<file path="config.mk">
export PLATFORM = sky130hd
export DESIGN_NAME = hazard_ctrl
export DESIGN_NICKNAME = d
export VERILOG_FILES = /design/src/rtl/hazard_ctrl.sv
export SDC_FILE = /design/constraint.sdc
export NUM_CORES = 1
export LEC_CHECK = 0
export ABC_AREA = 1
export BUFFER_PORTS_ARGS = -buffer_cell sky130_fd_sc_hd__buf_2
export CAP_MARGIN = 20
export CORE_ASPECT_RATIO = 1.4
export CORE_UTILIZATION = 40
export DETAILED_ROUTE_END_ITERATION = 8
export GPL_TIMING_DRIVEN = 0
export SYNTH_ARGS = -nofsm -noshare
export SYNTH_HDL_FRONTEND = slang
export SYNTH_SLANG_ARGS = --single-unit
export TNS_END_PERCENT = 5
</file>
<file path="constraint.sdc">
create_clock -name clk -period 1.8 [get_ports clk]
set_clock_uncertainty 0.05 [all_clocks]
set_input_delay 0.18 -clock clk [delete_from_list [all_inputs] [get_ports clk]]
set_output_delay 0.18 -clock clk [all_outputs]
set_load 0.02 [all_outputs]
</file>
<file path="src/rtl/hazard_ctrl.sv">
// hazard_ctrl: RAW hazard scheduler for the D/E/M/W pipeline.
// Tracks each in-flight destination register and its Tnew countdown, raises a
// stall when a D-stage source cannot be satisfied in time, and drives the
// operand-forwarding select codes at D and at E.
module hazard_ctrl #(
  parameter int unsigned CNT_W = 16
) (
  input  logic             clk,
  input  logic             reset,
  input  logic             d_valid,
  input  logic [4:0]       d_rs,
  input  logic [4:0]       d_rt,
  input  logic [1:0]       d_tuse_rs,
  input  logic [1:0]       d_tuse_rt,
  input  logic [4:0]       d_wa,
  input  logic [1:0]       d_tnew,
  output logic             stall,
  output logic [1:0]       fwd_d_rs_sel,
  output logic [1:0]       fwd_d_rt_sel,
  output logic [1:0]       fwd_e_rs_sel,
  output logic [1:0]       fwd_e_rt_sel,
  output logic [CNT_W-1:0] stall_cnt
);

  localparam int unsigned REG_W = 5;
  localparam int unsigned TN_W  = 2;

  localparam logic [1:0] SEL_BASE  = 2'b00;
  localparam logic [1:0] SEL_M     = 2'b01;
  localparam logic [1:0] SEL_W     = 2'b10;
  localparam logic [1:0] TUSE_NONE = 2'b11;

  // E-stage record: sources are kept so E-stage forwarding can be resolved
  typedef struct packed {
    logic [REG_W-1:0] rs;
    logic [REG_W-1:0] rt;
    logic [REG_W-1:0] wa;
    logic [TN_W-1:0]  tnew;
  } e_rec_t;

  // M-stage record: only the destination and the remaining Tnew matter
  typedef struct packed {
    logic [REG_W-1:0] wa;
    logic [TN_W-1:0]  tnew;
  } m_rec_t;

  localparam e_rec_t E_BUBBLE = '{rs: '0, rt: '0, wa: '0, tnew: '0};

  e_rec_t           r_e;
  m_rec_t           r_m;
  logic [REG_W-1:0] r_w_wa;
  logic [CNT_W-1:0] r_stall_cnt;

  e_rec_t           w_e_next;
  m_rec_t           w_m_next;
  logic             w_hazard_rs;
  logic             w_hazard_rt;
  logic             w_stall;
  logic             w_cnt_sat;

  // A producer at (wa, tnew) blocks src if its value will not be ready by tuse
  function automatic logic f_late(
    input logic [REG_W-1:0] wa,
    input logic [TN_W-1:0]  tnew,
    input logic [REG_W-1:0] src,
    input logic [TN_W-1:0]  tuse
  );
    return (wa == src) && (tnew > tuse);
  endfunction

  // RAW hazard for one D-stage source against the E and M records
  function automatic logic f_hazard(
    input logic             valid,
    input logic [REG_W-1:0] src,
    input logic [TN_W-1:0]  tuse,
    input e_rec_t           e,
    input m_rec_t           m
  );
    logic hit;
    hit = f_late(e.wa, e.tnew, src, tuse) || f_late(m.wa, m.tnew, src, tuse);
    return valid && (src != '0) && (tuse != TUSE_NONE) && hit;
  endfunction

  // Forward select: M wins over W when both match (M holds the newer value)
  function automatic logic [1:0] f_fwd_sel(
    input logic [REG_W-1:0] src,
    input m_rec_t           m,
    input logic [REG_W-1:0] w_wa
  );
    logic [1:0] sel;
    sel = SEL_BASE;
    if (src != '0) begin
      if ((m.wa == src) && (m.tnew == '0)) begin
        sel = SEL_M;
      end else if (w_wa == src) begin
        sel = SEL_W;
      end
    end
    return sel;
  endfunction

  // Stall decision from the D-stage sources against in-flight producers
  always_comb begin
    w_hazard_rs = f_hazard(d_valid, d_rs, d_tuse_rs, r_e, r_m);
    w_hazard_rt = f_hazard(d_valid, d_rt, d_tuse_rt, r_e, r_m);
    w_stall     = w_hazard_rs || w_hazard_rt;
  end

  // Forward selects at D and at E; an E-stage match is covered by the stall
  always_comb begin
    fwd_d_rs_sel = f_fwd_sel(d_rs,   r_m, r_w_wa);
    fwd_d_rt_sel = f_fwd_sel(d_rt,   r_m, r_w_wa);
    fwd_e_rs_sel = f_fwd_sel(r_e.rs, r_m, r_w_wa);
    fwd_e_rt_sel = f_fwd_sel(r_e.rt, r_m, r_w_wa);
  end

  // Next E record: bubble on stall or empty D, Tnew floored at 1 (no E->D path)
  always_comb begin
    w_e_next = E_BUBBLE;
    if (d_valid && !w_stall) begin
      w_e_next.rs   = d_rs;
      w_e_next.rt   = d_rt;
      w_e_next.wa   = d_wa;
      w_e_next.tnew = (d_tnew == '0) ? TN_W'(1) : d_tnew;
    end
  end

  // Next M record: E advances with its Tnew counted down, saturating at 0
  always_comb begin
    w_m_next.wa   = r_e.wa;
    w_m_next.tnew = (r_e.tnew == '0) ? '0 : (r_e.tnew - TN_W'(1));
  end

  assign w_cnt_sat = &r_stall_cnt;

  // Stage records shift one stage per clock
  always_ff @(posedge clk or posedge reset) begin
    if (reset) begin
      r_e    <= E_BUBBLE;
      r_m    <= '0;
      r_w_wa <= '0;
    end else begin
      r_e    <= w_e_next;
      r_m    <= w_m_next;
      r_w_wa <= r_m.wa;
    end
  end

  // Saturating count of stall cycles
  always_ff @(posedge clk or posedge reset) begin
    if (reset) begin
      r_stall_cnt <= '0;
    end else if (w_stall && !w_cnt_sat) begin
      r_stall_cnt <= r_stall_cnt + CNT_W'(1);
    end
  end

  assign stall     = w_stall;
  assign stall_cnt = r_stall_cnt;

endmodule
</file>
==> impl_metrics.py <==
metrics = {
    "timing": {
        "rsz0062_at_grt": "yes",
        "fin_ws_ps": -299,
        "setup_viol": 31,
        "period_minus_slack_ps": 2100,
        "timing.setup.tns_ps": -3340,
        "slew_headroom": 0.703,
        "worst_slew_pin_slew_ps": 441,
        "fmax_ghz": 0.476,
        "final_max_slew_viol_count": 0,
        "fin_crit_sh": 1.17,
        "finalHoldViolCount": 0,
    },
    "power_and_ir_drop": {
        "peakVddDrop_mv": 0.413,
        "total_power_mw": 2.28,
        "comb_power_share": 0.209,
        "switching_share": 0.325,
        "clkPwrFrac": 0.284,
        "power-per-cell-area_mw_per_mm2": 644,
        "sequentialPowerShare": 0.507,
        "p_int_mw": 1.54,
        "p_leak_nw": 1.86,
        "p_sw_mw": 0.741,
    },
    "grt": {
        "grt_max_degree": 31,
        "antenna_found_initial": 0,
        "grt_pass1_wl_mm": 11.7,
        "grt_use_total": 0.204,
        "grt.overflow.total": 0,
        "grt_pass1_vias": 2534,
    },
    "die": {
        "die_area_mm2": 0.00764,
        "die_x_um": 74.1,
        "placement_rows": 36,
        "die_h_um": 103,
        "core_area_mm2": 0.00698,
        "io_pins": 49,
        "initial_core_util": 0.417,
    },
    "synth": {
        "ys_types": 31,
        "ys_seq_elements": 45,
        "yosys_warnings": 0,
        "yosysTopAreaCell": "dfrtp_1",
        "syn-instance-count": 388,
        "ys_seq_area_frac": 0.386,
        "postSynthAreaPerCell_um2": 7.51,
        "synth_top_area_share": 0.386,
        "synth_edf_count": 0,
        "synthArstFlopShare": 1.00,
        "synth_area_mm2": 0.00291,
        "yosys-top-cells-count": "97 x nand2_1, 57 x inv_1, 45 x dfrtp_1",
        "ys.flop_type": "dfrtp_1",
        "yosys.cell_count.top_type": "nand2_1",
        "synth_area_leaders": "dfrtp_1 39%, nand2_1 12%, inv_1 7.3%",
        "syn-num-nets": 421,
    },
    "clock_tree": {
        "insertion_delay_ps": 300,
        "cts.htree.levels": 2,
        "clk_pin_slew_ps": 90,
        "cts_buffers": 5,
        "cts_tree": "built",
        "cts.sinks": 45,
        "max-clock-path-buffers": 2,
        "root_buffer": "clkbuf_8",
    },
    "final_layout": {
        "fin_nets": 480,
        "drive_gt1_frac": 0.243,
        "fill_cells": 719,
        "area_delta_synth_final_pct": 21.3,
        "antenna_cells": 0,
    },
    "worst_setup_path": {
        "arrival_ps": 1870,
        "reg2reg_slack_ps": -170,
        "worstPathCellList": "ha_4 -> inv_2 -> o21bai_1 -> nand3_1 -> nor2_1 -> nand2_1 -> nand2_2 -> nand2_4 -> nand2_8 -> buf_8 -> buf_6",
        "cpPeakStageDelay_ps": 460,
        "cp.required_ps": 1570,
        "worstSetupPathType": "reg -> out",
        "cp_slowest_cell": "dfrtp_2",
        "cp_max_fo": 4,
        "endpoint_kind": "output port",
        "cp-start-kind": "flop",
    },
    "hold_path": {
        "hold_class": "in -> reg",
    },
    "route": {
        "firstDrtPassIters": 4,
        "first_iter_violations": 115,
        "via_count": 2637,
        "wl_per_cell_um": 13.3,
        "viasPerCell": 4.86,
        "drt-total-wl_mm": 7.21,
        "ant_nets": 0,
        "drc": 0,
    },
    "placement": {
        "portBuffers": 48,
        "dp_hpwl_mm": 5.57,
        "place_congestion": 0.873,
    },
    "run_status": {
        "violations": "negative setup slack",
        "outcome": "finished, violations left",
    },
    "job": {
        "maxCapViolCount": 0,
    },
}
[worst paths after layout]
path,cells after the start,end,start
worst max-delay path,11,stall,r_e[1]
worst min-delay path,3,r_e[4],d_wa[2]
worst max register to register,14,stall_cnt[8],r_e[1]
worst min register to register,1,r_m[0],r_e[0]
max in group asynchronous,4,r_e[1],reset
min in group asynchronous,3,stall_cnt[14],reset
[cells by family after synthesis]
kind of cell | count (synthesis) | share of synthesized area
adders and majority gates | 9 | 0.0386
AOI/OAI and AO/OA | 15 | 0.0335
buffers and inverters | 71 | 0.102
xor gates and xnor gates | 36 | 0.108
and+or+nand+nor | 212 | 0.331
DFF | 45 | 0.386
[placed cells by master, fill, tap and decap left out, drive strengths merged, types with 2 or more instances in the layout]
cell / netlist / final
buf: 4 / 56
nand4: 9 / 9
dfrtp: 45 / 45
o22ai: 5 / 5
a21oi: 4 / 4
nor3: 15 / 15
nor2: 45 / 45
nand3: 31 / 31
a211oi: 2 / 2
nor3b: 2 / 2
clkinvlp: 0 / 3
inv: 65 / 65
xnor2: 16 / 16
nand2: 103 / 103
xor2: 20 / 20
ha: 9 / 9
nor4: 5 / 5
clkbuf: 2 / 6
[worst max-delay path, delay by kind of cell, from the launching register on]
| kind | cells | cell delay [ps] |
|---|---|---|
| AO/OA/AOI/OAI | 1 | 130 |
| adder cells (fa/ha/maj) | 1 | 290 |
| buffers and inverters | 3 | 230 |
| flip-flops | 1 | 460 |
| AND/OR/NAND/NOR | 6 | 460 |
[layer usage]
metal  wire length [um]  GRT usage  vias to the layer above
li1                   -          -                     1335
met1               2930      0.232                     1243
met2               3950      0.385                       47
met3                173     0.0254                       12
met4                167     0.0695                        0
met5                  0          0                        -
[repair_timing]
action,CTS,global route
hold endpoints to repair,15,0
setup endpoints to repair,35,37
pin swaps,6,10
hold buffers,1,0
resized for setup,20,15
setup buffers,2,1
[power by group through the flow]
stage	sequential, mW	combinational [mW]	clock (mW)
after floorplan	1.17	0.288	0
after global placement	1.17	0.435	0
after detailed placement	1.17	0.449	0
after CTS	1.15	0.467	0.673
after global routing	1.16	0.538	0.706
final	1.15	0.476	0.647
[metrics by stage]
stage                     hold slack, ps  area, um^2  cells  worst slack (ps)   util
after floorplan                      236        2920    388              -130      -
after global placement               353        3280    531              -158  0.470
after detailed placement             126        3300    532              -138  0.473
after CTS                           25.5        3470    542              -353  0.497
after global routing                26.9        3530    543              -424  0.506
final                               32.7        3530    543              -299  0.506
[final cells by class]
cell class                      instances  area (um^2)  share of cell area
Multi-Input combinational cell        272         1570               0.445
Clock buffer                            5         68.8              0.0195
Inverter                               65          244              0.0690
Sequential cell                        45         1130               0.321
Timing Repair Buffer                   53          312              0.0881
Clock inverter                          3         22.5             0.00637
Buffer                                  5         60.1              0.0170
Tap cell                               95          119              0.0336
[flip-flops by register name (all words and copies together) (netlist names)]
signal and cells:
r_e 17, r_m 7, r_w_wa 5, stall_cnt 16
Power figures use the tool's default switching activity.
